[src/rtl/tensor_core_pkg.sv]
// Shared types and helpers for the tensor-core operand path.
package tensor_core_pkg;

  localparam int DATA_WIDTH = 8;

  typedef enum logic [1:0] {
    IDLE  = 2'd0,
    FETCH = 2'd1,
    DRAIN = 2'd2
  } fetch_state_t;

  // Register address of element 'offset' past 'base', wrapping at 2**aw.
  function automatic logic [31:0] wrap_address(input logic [31:0] base,
                                               input logic [31:0] offset,
                                               input int aw);
    logic [31:0] mask;
    mask = (32'd1 << aw) - 32'd1;
    return (base + offset) & mask;
  endfunction

endpackage

[src/rtl/operand_output_stage.sv]
// Single-entry valid/ready register carrying one {a, b, index, last} pair.
module operand_output_stage
  import tensor_core_pkg::*;
#(
  parameter int INDEX_WIDTH = 4
) (
  input  logic                   clock_in,
  input  logic                   reset_in,
  input  logic                   load,
  input  logic                   ready,
  input  logic [DATA_WIDTH-1:0]  next_a,
  input  logic [DATA_WIDTH-1:0]  next_b,
  input  logic [INDEX_WIDTH-1:0] next_index,
  input  logic                   next_last,
  output logic                   valid,
  output logic [DATA_WIDTH-1:0]  a,
  output logic [DATA_WIDTH-1:0]  b,
  output logic [INDEX_WIDTH-1:0] index,
  output logic                   last
);

  // Load replaces the entry; a handshake with nothing new behind it empties it.
  always_ff @(posedge clock_in or posedge reset_in) begin
    if (reset_in) begin
      valid <= 1'b0;
      a     <= '0;
      b     <= '0;
      index <= '0;
      last  <= 1'b0;
    end else if (load) begin
      valid <= 1'b1;
      a     <= next_a;
      b     <= next_b;
      index <= next_index;
      last  <= next_last;
    end else if (valid && ready) begin
      valid <= 1'b0;
    end
  end

endmodule

[src/rtl/matrix_operand_fetcher.sv]
// Walks two row-major operand matrices out of the register file and streams
// element pairs to the tensor-core datapath over valid/ready.
module matrix_operand_fetcher
  import tensor_core_pkg::*;
#(
  parameter  int NUMBER_OF_REGISTERS = 256,
  parameter  int MATRIX_DIM          = 4,
  localparam int AW                  = $clog2(NUMBER_OF_REGISTERS),
  localparam int ELEMENTS            = MATRIX_DIM * MATRIX_DIM,
  localparam int IW                  = $clog2(ELEMENTS)
) (
  input  logic                  clock_in,
  input  logic                  reset_in,
  input  logic                  start_in,
  input  logic [AW-1:0]         base_a_address_in,
  input  logic [AW-1:0]         base_b_address_in,
  output logic [AW-1:0]         read_register_address1_out,
  output logic [AW-1:0]         read_register_address2_out,
  input  logic [DATA_WIDTH-1:0] read_data1_in,
  input  logic [DATA_WIDTH-1:0] read_data2_in,
  output logic                  operand_valid_out,
  input  logic                  operand_ready_in,
  output logic [DATA_WIDTH-1:0] operand_a_out,
  output logic [DATA_WIDTH-1:0] operand_b_out,
  output logic [IW-1:0]         operand_index_out,
  output logic                  last_out,
  output logic                  busy_out,
  output logic                  done_out
);

  fetch_state_t  state;
  logic [AW-1:0] base_a;
  logic [AW-1:0] base_b;
  logic [IW-1:0] fetch_index;
  logic          load;
  logic          handshake;
  logic          fetch_last;

  // Capture whenever fetching and the output slot is empty or being drained.
  assign load       = (state == FETCH) && (!operand_valid_out || operand_ready_in);
  assign handshake  = operand_valid_out && operand_ready_in;
  assign fetch_last = (fetch_index == IW'(ELEMENTS - 1));
  assign busy_out   = (state != IDLE);

  // Read ports are parked at 0 whenever no fetch is in flight.
  assign read_register_address1_out = (state == FETCH) ?
    AW'(wrap_address(32'(base_a), 32'(fetch_index), AW)) : '0;
  assign read_register_address2_out = (state == FETCH) ?
    AW'(wrap_address(32'(base_b), 32'(fetch_index), AW)) : '0;

  // Sequencer: start latches bases, FETCH walks the index, DRAIN waits for the last pair.
  always_ff @(posedge clock_in or posedge reset_in) begin
    if (reset_in) begin
      state       <= IDLE;
      base_a      <= '0;
      base_b      <= '0;
      fetch_index <= '0;
      done_out    <= 1'b0;
    end else begin
      done_out <= 1'b0;
      case (state)
        IDLE: begin
          if (start_in) begin
            base_a      <= base_a_address_in;
            base_b      <= base_b_address_in;
            fetch_index <= '0;
            state       <= FETCH;
          end
        end
        FETCH: begin
          if (load) begin
            fetch_index <= fetch_index + IW'(1);
            if (fetch_last) state <= DRAIN;
          end
        end
        DRAIN: begin
          // Only the final pair can be resident here; its handshake ends the job.
          if (handshake && last_out) begin
            state    <= IDLE;
            done_out <= 1'b1;
          end
        end
        default: state <= IDLE;
      endcase
    end
  end

  operand_output_stage #(
    .INDEX_WIDTH(IW)
  ) u_output_stage (
    .clock_in   (clock_in),
    .reset_in   (reset_in),
    .load       (load),
    .ready      (operand_ready_in),
    .next_a     (read_data1_in),
    .next_b     (read_data2_in),
    .next_index (fetch_index),
    .next_last  (fetch_last),
    .valid      (operand_valid_out),
    .a          (operand_a_out),
    .b          (operand_b_out),
    .index      (operand_index_out),
    .last       (last_out)
  );

endmodule

[config.mk]
export PLATFORM = sky130hd
export DESIGN_NAME = matrix_operand_fetcher
export DESIGN_NICKNAME = d
export VERILOG_FILES = /design/src/rtl/tensor_core_pkg.sv /design/src/rtl/operand_output_stage.sv /design/src/rtl/matrix_operand_fetcher.sv
export SDC_FILE = /design/constraint.sdc
export NUM_CORES = 1
export LEC_CHECK = 0
export BUFFER_PORTS_ARGS = -buffer_cell sky130_fd_sc_hd__buf_4
export CELL_PAD_IN_SITES_DETAIL_PLACEMENT = 0
export CELL_PAD_IN_SITES_GLOBAL_PLACEMENT = 1
export CORE_AREA = 2 2 91 93
export CTS_BUF_LIST = sky130_fd_sc_hd__clkbuf_16
export CTS_CLUSTER_DIAMETER = 120
export DETAILED_ROUTE_END_ITERATION = 10
export DIE_AREA = 0 0 93 95
export HOLD_SLACK_MARGIN = 0.05
export PLACE_DENSITY = 0.61
export SETUP_SLACK_MARGIN = 0.05
export SYNTH_ARGS = -nofsm -noshare
export SYNTH_HDL_FRONTEND = slang
export SYNTH_SLANG_ARGS = --single-unit
[constraint.sdc]
create_clock -name clock_in -period 1.7 [get_ports clock_in]
set_input_delay 0 -clock clock_in [delete_from_list [all_inputs] [get_ports clock_in]]
set_output_delay 0 -clock clock_in [all_outputs]
set_load 0.03 [all_outputs]
==> implementation parameters, run 1 <==
Parameter                              Value

Drt
  Number of optimization iterations in the first detailed-route pass ... 4
  Average routed wire per standard cell ... 13.5 um
  Total via count after detailed routing ... 1,980
  Number of routed nets with antenna violations ... 0
  Number of vias per cell after detailed routing ... 4.54
  DRT iter0 DRCs ... 42
  Total routed wirelength ... 5880 um
  Remaining routing DRC violations ... 0

Critical path
  Crit path largest cell delay ... 0.45 ns
  Endpoint class of the critical path ... output port
  Endpoint required time on the critical path ... 1.70 ns
  CP top delay family ... adder cells
  Most frequent CP cell ... sky130_fd_sc_hd__buf_6
  Startpoint-to-endpoint class of the critical path ... flop to output port
  Maximum fanout along the worst path ... 3
  Number of buffer and inverter instances along the worst setup path ... 2
  Worst-path cell chain ... ha_4 -> fa_2 -> buf_6 -> a21o_1 -> a21oi_2 -> xnor2_1 -> nor2_2 -> buf_6
  Slowest-stage cell, CP ... sky130_fd_sc_hd__dfrtp_2
  Worst EP arrival ... 2.02 ns
  Worst Setup Start Kind ... flop

Job
  Number of violations of the max-capacitance limit ... 0

Place
  HPWL reported at the end of detailed placement ... 4000 um
  Placement Setup Slack ... -0.157 ns
  Final weighted congestion in routability-driven placement ... 0.743
  IO buf count ... 75

GRT
  GR Layer Usage met2 ... 0.240
  Pin count of the biggest net entering global routing ... 23
  Wire length of the first global-routing pass ... 9750 um
  Via count of the first global-routing pass ... 2,040
  Global routing usage on met3 ... 0.0327
  Met1 Resource Use GR ... 0.176
  Layer with the highest usage ... met2
  Combined global-route utilization of all metal layers ... 0.139
  Number of antenna violations at the first check in global routing ... 0
  Total gr overflow ... 0

Cells and area
  Area of the multi-input gates ... 0.00132 mm^2
  Utilization of the core after routing ... 0.498
  Number of nets in the final layout ... 378
  Antenna Cells ... 0
  FF/Latch Area ... 0.00113 mm^2
  Area added between synthesis and finish ... 73.6%
  Fraction of layout instances using a drive strength above 1 ... 0.477
  Fillcell total ... 732

Synthesis
  Most area-consuming cells after synthesis ... sky130_fd_sc_hd__dfrtp_1, sky130_fd_sc_hd__mux2_1, sky130_fd_sc_hd__ha_1
  Post-Syn Area per Cell ... 11.9 um^2
  Syn_nets ... 238
  Top cell type by total area after synthesis ... sky130_fd_sc_hd__dfrtp_1
  Distinct cells, synth ... 36
  Part of the Yosys area used for sequential elements ... 0.495
  Post-synthesis instance total ... 191
  Flip-flop and latch count after synthesis ... 45
  Area share of the largest cell type after synthesis ... 0.495
  Number of flops mapped to enable cells by yosys ... 0
  Cell area after synthesis ... 0.00227 mm^2
  Commonest cells in the synthesized netlist ... sky130_fd_sc_hd__dfrtp_1, sky130_fd_sc_hd__mux2_1, sky130_fd_sc_hd__o21ai_0
  Primary flip-flop cell chosen by synthesis mapping ... sky130_fd_sc_hd__dfrtp_1
  Proportion of synthesized flip-flops having asynchronous set or reset ... 1.00
  Yosys Warn Count ... 0
  Most repeated cell in the gate-level netlist after synthesis ... sky130_fd_sc_hd__dfrtp_1

STA
  Number of slew-limit violations in the final report ... 0
  Maximum clock frequency ... 0.496 GHz
  Clock period minus final worst setup slack ... 2.02 ns
  Pin slew with the least headroom to its limit ... 0.400 ns
  Period Utilization, post-route ... 1.19
  Worst hold margin ... 0.180 ns
  Final hold violation count ... 0
  Sum of negative setup slack ... -3.17 ns
  Unrepaired setup endpoints after global routing ... true
  Post-layout worst setup margin ... -0.318 ns
  Final setup viols ... 12
  Worst-case headroom to the max-slew limit ... 0.732
  Skew final ... 0.00508 ns

Floorplanning
  Horizontal die dimension ... 93 um
  Site Rows ... 33
  DIE HEIGHT ... 95 um
  Area of the core ... 0.00793 mm^2
  Count of boundary I/O pins ... 76
  Die area ... 0.00884 mm^2
  Initial standard-cell utilization of the core ... 0.287

Clock network
  CTS clk-pin slew, worst paths ... 0.06 ns
  TritonCTS clock tree ... built
  Number of buffers inserted during clock tree synthesis ... 5
  H-tree lvl count ... 2
  Cell chosen for the clock root ... sky130_fd_sc_hd__clkbuf_16
  # clock sinks ... 45
  Clock buffer depth ... 2
  Worst skew pair latency ... 0.28 ns

Power and ir drop
  Leak pwr ... 1.78 nW
  Maximum vdd drop ... 0.000800 V
  Final Power ... 0.00948 W
  PD cells ... 2400 mW/mm^2

Run status
  Outcome ... complete, but fails checks
  Violated checks ... setup timing

Hold path
  Worst min-delay path class ... input port to async pin
[per-stage QoR]
| step | cells | area (um^2) |
|---|---|---|
| 2_1_floorplan | 191 | 2340 |
| 5_1_grt | 436 | 3950 |
| 6_report | 436 | 3950 |
| 4_1_cts | 433 | 3830 |
| 3_5_place_dp | 387 | 3160 |
| 3_3_place_gp | 387 | 3160 |
[worst paths after layout]
check                                                  from                              end  slack, ns  cells after the start
min reg2reg                 u_output_stage.a[0]$_DFFE_PP0P_  u_output_stage.a[0]$_DFFE_PP0P_       0.48                      1
min                                                reset_in  u_output_stage.b[2]$_DFFE_PP0P_       0.18                      3
min in group clock_in                  base_a_address_in[4]            base_a[4]$_DFFE_PP0P_       0.47                      4
max reg2reg                u_output_stage.valid$_DFFE_PP0P_       fetch_index[2]$_DFFE_PP0P_       0.18                      4
max                              fetch_index[0]$_DFFE_PP0P_    read_register_address1_out[4]      -0.32                      8
max in group asynchronous                          reset_in       fetch_index[2]$_DFFE_PP0P_       0.96                      4
[cell type report]
| cell class | instances | share of cell area |
|---|---|---|
| clock buffer | 5 | 0.0317 |
| tap | 105 | 0.0333 |
| clock inverter | 2 | 0.00190 |
| multi-input combinational | 132 | 0.335 |
| inverter | 8 | 0.00761 |
| timing repair buffer | 139 | 0.304 |
| sequential | 45 | 0.287 |
[sequential cells by signal, summed over array words and instances (netlist names)]
| register | flops |
|---|---|
| base_b | 8 |
| u_output_stage.a | 8 |
| u_output_stage.index | 4 |
| fetch_index | 4 |
| u_output_stage.last | 1 |
| base_a | 8 |
| u_output_stage.valid | 1 |
| u_output_stage.b | 8 |
| done_out | 1 |
| state | 2 |
[layout by cell type, fill, tap and decap left out, types with 3 or more instances in the layout]
cell type,netlist,routed
sky130_fd_sc_hd__buf_6,3,15
sky130_fd_sc_hd__nor2_1,12,7
sky130_fd_sc_hd__ha_4,0,8
sky130_fd_sc_hd__dfrtp_1,45,41
sky130_fd_sc_hd__a211oi_2,1,3
sky130_fd_sc_hd__inv_1,8,8
sky130_fd_sc_hd__mux2_2,3,3
sky130_fd_sc_hd__nor2_2,0,3
sky130_fd_sc_hd__o21ai_0,15,12
sky130_fd_sc_hd__dlygate4sd3_1,0,35
sky130_fd_sc_hd__clkbuf_16,0,5
sky130_fd_sc_hd__nand2_1,4,4
sky130_fd_sc_hd__a21oi_1,9,3
sky130_fd_sc_hd__a211o_1,4,4
sky130_fd_sc_hd__mux2_1,29,29
sky130_fd_sc_hd__buf_4,1,88
sky130_fd_sc_hd__nand3_1,5,5
sky130_fd_sc_hd__a21oi_2,0,4
sky130_fd_sc_hd__dfrtp_2,0,4
sky130_fd_sc_hd__a21o_1,4,4
[worst register-to-register path, cell delays in order (launching register included)]
cell	delay, ns
sky130_fd_sc_hd__dfrtp_1	0.40
sky130_fd_sc_hd__nor2b_2	0.23
sky130_fd_sc_hd__a211oi_2	0.39
sky130_fd_sc_hd__o21ai_0	0.15
sky130_fd_sc_hd__a22o_1	0.24
[timing repair]
action                                 CTS  global route
gates resized for setup                 33            14
setup endpoints to repair               14            14
hold buffers                            35             0
endpoints found under the hold margin   79             0
pin swaps                               25            19
buffers inserted                         5             5
[layer usage]
| layer | routed length [um] | share of wire |
|---|---|---|
| met4 | 71 | 0.012 |
| met5 | 0 | 0 |
| met1 | 2590 | 0.44 |
| met2 | 2980 | 0.51 |
| met3 | 243 | 0.041 |
[report_power, final]
part           total, W  leakage (nW)  internal (W)  switching [W]
Sequential      0.00202         0.532       0.00156       0.000458
Clock          0.000897        0.0685      0.000526       0.000371
Combinational   0.00656          1.18       0.00317        0.00339
[cell families (layout without fill, tap and decap cells)]
| group | Yosys count | in the layout | share of synthesized area |
|---|---|---|---|
| buffers and inverters | 14 | 154 | 0.0352 |
| xor gates and xnor gates | 6 | 6 | 0.0231 |
| and+or+nand+nor | 39 | 39 | 0.0947 |
| adders and majority gates | 11 | 11 | 0.0671 |
| DFF | 45 | 45 | 0.495 |
| muxes | 33 | 33 | 0.163 |
| AOI/OAI and AO/OA | 43 | 43 | 0.122 |
(Power assumes the default switching activity.)
==> run 2, diff against run 1 <==
--- a/config.mk
+++ b/config.mk
@@ -8,13 +8,12 @@
 export BUFFER_PORTS_ARGS = -buffer_cell sky130_fd_sc_hd__buf_4
 export CELL_PAD_IN_SITES_DETAIL_PLACEMENT = 0
 export CELL_PAD_IN_SITES_GLOBAL_PLACEMENT = 1
-export CORE_AREA = 2 2 91 93
-export CTS_BUF_LIST = sky130_fd_sc_hd__clkbuf_16
+export CORE_AREA = 2 2 84 86
 export CTS_CLUSTER_DIAMETER = 120
 export DETAILED_ROUTE_END_ITERATION = 10
-export DIE_AREA = 0 0 93 95
+export DIE_AREA = 0 0 86 88
 export HOLD_SLACK_MARGIN = 0.05
-export PLACE_DENSITY = 0.61
+export PLACE_DENSITY = 0.7
 export SETUP_SLACK_MARGIN = 0.05
 export SYNTH_ARGS = -nofsm -noshare
 export SYNTH_HDL_FRONTEND = slang
==> run 2 against run 1 <==
Compared with the run above:
- the flow still finishes with violations (setup timing)
- critical endpoint is now read_register_address1_out[6]
- clock skew up 0.0022 ns
- global-route usage grew 1.7 points
- largest power group unchanged
- die area decreased by 14%
- clock-buffer cell count is 1 higher
- critical path depth fell by 1
- via count is 2.6% lower
- largest cell class unchanged
- setup slack got worse by 0.038 ns
- sequential power shrank 3%
- register-to-register slack got worse by 0.06 ns
- critical path type unchanged
- combinational power is 4.3% lower
- worst hold slack better by 0.17 ns
==> implementation parameters, run 2 (same netlist as run 1, synthesis figures left out) <==
Parameter                              Value

Floorplanning
  Die area ... 0.00757 mm^2 (was 0.00884 mm^2)
  Area of the core ... 0.00664 mm^2 (was 0.00793 mm^2)
  DIE HEIGHT ... 88 um (was 95 um)
  Initial standard-cell utilization of the core ... 0.342 (was 0.287)
  Horizontal die dimension ... 86 um (was 93 um)
  Count of boundary I/O pins ... 76 (unchanged)
  Site Rows ... 30 (was 33)

Drt
  Average routed wire per standard cell ... 13.7 um (was 13.5 um)
  Number of optimization iterations in the first detailed-route pass ... 4 (unchanged)
  Number of vias per cell after detailed routing ... 4.70 (was 4.54)
  Number of routed nets with antenna violations ... 0 (unchanged)
  Total via count after detailed routing ... 1,928 (was 1,980)
  Remaining routing DRC violations ... 0 (unchanged)
  DRT iter0 DRCs ... 44 (was 42)
  Total routed wirelength ... 5630 um (was 5880 um)

STA
  Pin slew with the least headroom to its limit ... 0.641 ns (was 0.400 ns)
  Final setup viols ... 14 (was 12)
  Period Utilization, post-route ... 1.21 (was 1.19)
  Maximum clock frequency ... 0.487 GHz (was 0.496 GHz)
  Worst-case headroom to the max-slew limit ... 0.572 (was 0.732)
  Unrepaired setup endpoints after global routing ... true (unchanged)
  Skew final ... 0.00728 ns (was 0.00508 ns)
  Final hold violation count ... 0 (unchanged)
  Clock period minus final worst setup slack ... 2.06 ns (was 2.02 ns)
  Number of slew-limit violations in the final report ... 0 (unchanged)
  Sum of negative setup slack ... -3.16 ns (was -3.17 ns)
  Post-layout worst setup margin ... -0.355 ns (was -0.318 ns)

Hold path
  Worst min-delay path class ... input port to async pin (unchanged)

GRT
  Via count of the first global-routing pass ... 1,916 (was 2,040)
  Wire length of the first global-routing pass ... 9090 um (was 9750 um)
  Number of antenna violations at the first check in global routing ... 0 (unchanged)
  Total gr overflow ... 0 (unchanged)
  Pin count of the biggest net entering global routing ... 32 (was 23)
  Combined global-route utilization of all metal layers ... 0.156 (was 0.139)

Critical path
  Worst EP arrival ... 2.06 ns (was 2.02 ns)
  Maximum fanout along the worst path ... 4 (was 3)
  Slowest-stage cell, CP ... sky130_fd_sc_hd__dfrtp_2 (unchanged)
  Endpoint required time on the critical path ... 1.70 ns (about the same)
  CP top delay family ... adder cells (unchanged)
  Worst Setup Start Kind ... flop (unchanged)
  Startpoint-to-endpoint class of the critical path ... flop to output port (unchanged)
  Number of buffer and inverter instances along the worst setup path ... 1 (was 2)
  Endpoint of the worst register-to-register path ... base_a[7]$_DFFE_PP0P_ (was fetch_index[2]$_DFFE_PP0P_)
  Reg2reg setup slack ... 0.12 ns (was 0.18 ns)
  Crit path largest cell delay ... 0.46 ns (was 0.45 ns)
  Origin of the critical flop-to-flop path ... state[0]$_DFFE_PP0P_ (was u_output_stage.valid$_DFFE_PP0P_)
  Endpoint class of the critical path ... output port (unchanged)
  Worst-path cell chain ... ha_4 -> fa_2 -> a211o_1 -> o2111ai_2 -> xor2_2 -> nor2_4 -> buf_6 (was ha_4 -> fa_2 -> buf_6 -> a21o_1 -> a21oi_2 -> xnor2_1 -> nor2_2 -> buf_6)
  Worst Reg2Reg Path Length in Cells ... 4 (unchanged)

Power and ir drop
  Final Power ... 0.00907 W (was 0.00948 W)
  Leak pwr ... 1.75 nW (was 1.78 nW)
  PD cells ... 2380 mW/mm^2 (was 2400 mW/mm^2)
  Maximum vdd drop ... 0.00135 V (was 0.000800 V)

Run status
  Violated checks ... setup timing (unchanged)
  Outcome ... complete, but fails checks (unchanged)

Place
  HPWL reported at the end of detailed placement ... 3850 um (was 4000 um)
  Placement Setup Slack ... -0.137 ns (was -0.157 ns)
  Post-Place Cells ... 361 (was 387)
  IO buf count ... 75 (unchanged)
  Final weighted congestion in routability-driven placement ... 0.714 (was 0.743)

Cells and area
  Fillcell total ... 563 (was 732)
  Antenna Cells ... 0 (unchanged)
  Commonest non-fill, non-tap cell in the layout ... sky130_fd_sc_hd__buf_4 (unchanged)
  Highest-count cells in the layout ignoring fill and taps ... sky130_fd_sc_hd__buf_4, sky130_fd_sc_hd__dfrtp_1, sky130_fd_sc_hd__dlygate4sd3_1 (unchanged)
  FF/Latch Area ... 0.00113 mm^2 (about the same)
  Layout Cells excl Fill ... 410 (was 436)
  Number of nets in the final layout ... 376 (was 378)
  Area added between synthesis and finish ... 67.6% (was 73.6%)
  Area of the multi-input gates ... 0.00127 mm^2 (was 0.00132 mm^2)
  Fraction of layout instances using a drive strength above 1 ... 0.464 (was 0.477)

Clock network
  Clock buffer depth ... 2 (unchanged)
  # clock sinks ... 45 (unchanged)
  H-tree lvl count ... 2 (unchanged)
  CTS clk-pin slew, worst paths ... 0.09 ns (was 0.06 ns)
  Cell chosen for the clock root ... sky130_fd_sc_hd__clkbuf_8 (was sky130_fd_sc_hd__clkbuf_16)
  TritonCTS clock tree ... built (unchanged)
  Worst skew pair latency ... 0.30 ns (was 0.28 ns)
  Number of buffers inserted during clock tree synthesis ... 5 (unchanged)

Job
  Number of violations of the max-capacitance limit ... 0 (unchanged)
-- run 2: cell count changes in the layout (fill, tap and decap cells not counted), moves of 3 or more --
cell                        previous run  this run
sky130_fd_sc_hd__clkbuf_8              0         5
sky130_fd_sc_hd__clkbuf_16             5         0
sky130_fd_sc_hd__ha_1                  1         4
sky130_fd_sc_hd__buf_6                15        12
sky130_fd_sc_hd__ha_4                  8         5
-- run 2: what timing repair did --
| action | in CTS | in global routing |
|---|---|---|
| resized for setup | 26 | 11 |
| setup buffers | 6 | 0 |
| endpoints found under the hold margin | 64 | 0 |
| endpoints found under the setup margin | 16 | 16 |
| hold buffers | 35 | 0 |
| pin swaps | 21 | 13 |
-- run 2: how the worst max path moves through the flow --
stage                                          start                            end  depth (start not counted)
after floorplan           fetch_index[1]$_DFFE_PP0P_  read_register_address2_out[5]                          5
after CTS                 fetch_index[0]$_DFFE_PP0P_  read_register_address1_out[4]                          8
after detailed placement  fetch_index[0]$_DFFE_PP0P_  read_register_address2_out[6]                          7
after global placement    fetch_index[0]$_DFFE_PP0P_  read_register_address2_out[6]                          7
after global routing      fetch_index[1]$_DFFE_PP0P_  read_register_address1_out[6]                          7
final                     fetch_index[0]$_DFFE_PP0P_  read_register_address1_out[6]                          7
-- run 2: tightest hold or removal path, delay by kind of cell --
kind / cells / cell delay (ns)
buffers and inverters: 3 / 1.13
-- run 2: layout make-up --
| cell class | instances | area share |
|---|---|---|
| timing repair buffer | 137 | 0.308 |
| tap | 80 | 0.0263 |
| multi-input combinational | 132 | 0.332 |
| clock buffer | 6 | 0.0190 |
| sequential | 45 | 0.296 |
| clock inverter | 2 | 0.0102 |
| inverter | 8 | 0.00788 |
-- run 2: layer usage --
metal | GRT usage | vias up | wire (um)
met5 | 0 | - | 0
met4 | 0.0534 | 0 | 68
met3 | 0.0320 | 4 | 179
met2 | 0.259 | 35 | 2760
met1 | 0.203 | 929 | 2630
li1 | - | 960 | -
-- run 2: metrics by stage --
stage                     hold slack (ns)  instance area, um^2   util
after floorplan                     0.117                 2340      -
after global placement              0.139                 3120  0.470
after detailed placement            0.135                 3120  0.470
after CTS                           0.369                 3760  0.565
after global routing                0.403                 3810  0.574
final                               0.350                 3810  0.574
-- run 2: power breakdown --
group          total, W  switching [W]  internal, W
registers       0.00196       0.000408      0.00155
logic           0.00628        0.00332      0.00296
clock network  0.000829       0.000387     0.000442
total           0.00907        0.00412      0.00496
==> run 3, diff against run 2 <==
==> constraint.sdc (replaced) <==
create_clock -name clock_in -period 1.7 [get_ports clock_in]
set_input_delay 0 -clock clock_in [delete_from_list [all_inputs] [get_ports clock_in]]
set_output_delay 0 -clock clock_in [all_outputs]
set_load 0.01 [all_outputs]
==> run 3 against run 2 <==
Compared with the run above:
- the flow still finishes with violations (setup timing)
- sequential share of layout area is 1.6 points higher
- power is 20% lower
- final area is 5.0% lower
- setup slack worse by 0.018 ns
- clock power is 18% lower
- global-route usage is 0.44 points lower
- sequential power hardly changed
- largest cell class unchanged
==> implementation parameters, run 3 (same netlist as run 1, synthesis figures left out) <==
Parameter                              Value

Run status
  Outcome ... complete, but fails checks (unchanged)
  Violated checks ... setup timing (unchanged)

Critical path
  Reg2reg setup slack ... 0.13 ns (was 0.12 ns)
  Maximum fanout along the worst path ... 5 (was 4)
  Endpoint required time on the critical path ... 1.70 ns (about the same)
  Startpoint-to-endpoint class of the critical path ... flop to output port (unchanged)
  Worst Setup Start Kind ... flop (unchanged)
  Worst EP arrival ... 2.07 ns (was 2.06 ns)
  Endpoint class of the critical path ... output port (unchanged)

Cells and area
  Antenna Cells ... 0 (unchanged)
  Utilization of the core after routing ... 0.545 (was 0.574)
  Commonest non-fill, non-tap cell in the layout ... sky130_fd_sc_hd__buf_4 (unchanged)
  Highest-count cells in the layout ignoring fill and taps ... sky130_fd_sc_hd__buf_4, sky130_fd_sc_hd__dfrtp_1, sky130_fd_sc_hd__dlygate4sd3_1 (unchanged)
  Fraction of layout instances using a drive strength above 1 ... 0.410 (was 0.464)
  Number of nets in the final layout ... 368 (was 376)
  Area added between synthesis and finish ... 59.2% (was 67.6%)
  Layout Cells excl Fill ... 402 (was 410)

Drt
  Total via count after detailed routing ... 1,906 (was 1,928)
  Average routed wire per standard cell ... 13.9 um (was 13.7 um)
  Number of routed nets with antenna violations ... 0 (unchanged)
  Number of optimization iterations in the first detailed-route pass ... 4 (unchanged)
  DRT iter0 DRCs ... 42 (was 44)
  Remaining routing DRC violations ... 0 (unchanged)
  Total routed wirelength ... 5590 um (was 5630 um)
  Number of vias per cell after detailed routing ... 4.74 (was 4.70)

Power and ir drop
  Cell-internal power ... 0.00443 W (was 0.00496 W)
  Fraction of power consumed by the clock network ... 0.093 (was 0.091)
  Seq pwr share ... 0.275 (was 0.216)
  Switching Power ... 0.00283 W (was 0.00412 W)
  Maximum vdd drop ... 0.000686 V (was 0.00135 V)
  Sw frac ... 0.390 (was 0.454)
  Comb pwr share ... 0.632 (was 0.692)
  PD cells ... 2000 mW/mm^2 (was 2380 mW/mm^2)
  Leak pwr ... 1.66 nW (was 1.75 nW)

Place
  HPWL reported at the end of detailed placement ... 3780 um (was 3850 um)
  IO buf count ... 75 (unchanged)
  Final weighted congestion in routability-driven placement ... 0.758 (was 0.714)
  Post-Place Cells ... 355 (was 361)

STA
  Number of slew-limit violations in the final report ... 0 (unchanged)
  Final hold violation count ... 0 (unchanged)
  Skew final ... 0.0113 ns (was 0.00728 ns)
  Unrepaired setup endpoints after global routing ... true (unchanged)
  Maximum clock frequency ... 0.482 GHz (was 0.487 GHz)
  Period Utilization, post-route ... 1.22 (was 1.21)
  Post-layout worst setup margin ... -0.373 ns (was -0.355 ns)
  Final setup viols ... 14 (unchanged)
  Sum of negative setup slack ... -3.07 ns (was -3.16 ns)
  Clock period minus final worst setup slack ... 2.07 ns (was 2.06 ns)
  Worst hold margin ... 0.407 ns (was 0.350 ns)
  Pin slew with the least headroom to its limit ... 0.586 ns (was 0.641 ns)
  Worst-case headroom to the max-slew limit ... 0.609 (was 0.572)

Floorplanning
  DIE HEIGHT ... 88 um (unchanged)
  Die area ... 0.00757 mm^2 (unchanged)
  Initial standard-cell utilization of the core ... 0.342 (unchanged)
  Area of the core ... 0.00664 mm^2 (unchanged)
  Horizontal die dimension ... 86 um (unchanged)
  Count of boundary I/O pins ... 76 (unchanged)
  Site Rows ... 30 (unchanged)

GRT
  Pin count of the biggest net entering global routing ... 46 (was 32)
  Number of antenna violations at the first check in global routing ... 0 (unchanged)
  Combined global-route utilization of all metal layers ... 0.151 (was 0.156)
  Wire length of the first global-routing pass ... 8960 um (was 9090 um)
  Total gr overflow ... 0 (unchanged)
  Via count of the first global-routing pass ... 1,912 (was 1,916)

Clock network
  Clock buffer depth ... 2 (unchanged)
  Cell chosen for the clock root ... sky130_fd_sc_hd__clkbuf_8 (unchanged)
  # clock sinks ... 45 (unchanged)
  Number of buffers inserted during clock tree synthesis ... 5 (unchanged)
  H-tree lvl count ... 2 (unchanged)
  Worst skew pair latency ... 0.31 ns (was 0.30 ns)
  TritonCTS clock tree ... built (unchanged)
  CTS clk-pin slew, worst paths ... 0.09 ns (about the same)

Hold path
  Worst min-delay path class ... input port to async pin (unchanged)

Job
  Number of violations of the max-capacitance limit ... 0 (unchanged)
## run 3: path summary, 6_finish.rpt
kind,start,to,depth (start not counted)
worst max-delay path,fetch_index[0]$_DFFE_PP0P_,read_register_address1_out[6],7
worst min-delay path,reset_in,u_output_stage.b[2]$_DFFE_PP0P_,4
worst max register to register,state[0]$_DFFE_PP0P_,base_b[1]$_DFFE_PP0P_,4
worst min register to register,u_output_stage.b[2]$_DFFE_PP0P_,u_output_stage.b[2]$_DFFE_PP0P_,1
max in group asynchronous,reset_in,fetch_index[1]$_DFFE_PP0P_,4
min in group clock_in,base_a_address_in[4],base_a[4]$_DFFE_PP0P_,4
## run 3: repair_timing
| item | in CTS | in global routing |
|---|---|---|
| hold buffers | 35 | 0 |
| setup buffers | 1 | 3 |
| pin swaps | 21 | 20 |
| resized for setup | 22 | 5 |
| endpoints found under the hold margin | 80 | 0 |
| gates cloned | 0 | 0 |
| endpoints found under the setup margin | 14 | 33 |
## run 3: area by class of cell
type                            count  area [um^2]
Fill cell                         602         3020
Multi-Input combinational cell    132         1190
Sequential cell                    45         1130
Timing Repair Buffer              129         1080
Tap cell                           80          100
Clock buffer                        6         72.6
Inverter                            8         30.0
Clock inverter                      2         15.0
## run 3: power groups by stage
stage	clock network [W]	logic (W)	registers [W]
floorplan	0	0.00221	0.00197
global placement	0	0.00403	0.00192
finish	0.000678	0.00458	0.00199
detailed placement	0	0.00407	0.00194
CTS	0.000706	0.00451	0.00197
global route	0.000746	0.00503	0.00206
## run 3: stage by stage
stage | area, um^2 | power [W] | worst slack (ns)
2_1_floorplan | 2280 | 0.00418 | 0.0203
3_3_place_gp | 3020 | 0.00595 | -0.0974
3_5_place_dp | 3020 | 0.00601 | -0.117
4_1_cts | 3570 | 0.00719 | -0.415
5_1_grt | 3620 | 0.00784 | -0.449
6_report | 3620 | 0.00726 | -0.373
## run 3: per-layer routing
metal / GRT usage / wire (um) / up-vias
met5: 0 / 0 / -
met4: 0.0534 / 101 / 0
met3: 0.0245 / 158 / 8
met2: 0.256 / 2770 / 36
met1: 0.198 / 2560 / 916
li1: - / - / 946
## run 3: worst max-delay path: stages (launching register included)
cell and delay [ns]:
sky130_fd_sc_hd__dfrtp_2 0.47, sky130_fd_sc_hd__ha_4 0.19, sky130_fd_sc_hd__fa_2 0.37, sky130_fd_sc_hd__a211o_1 0.31, sky130_fd_sc_hd__o2111ai_2 0.07, sky130_fd_sc_hd__xor2_1 0.17
sky130_fd_sc_hd__nor2_1 0.05, sky130_fd_sc_hd__buf_4 0.14
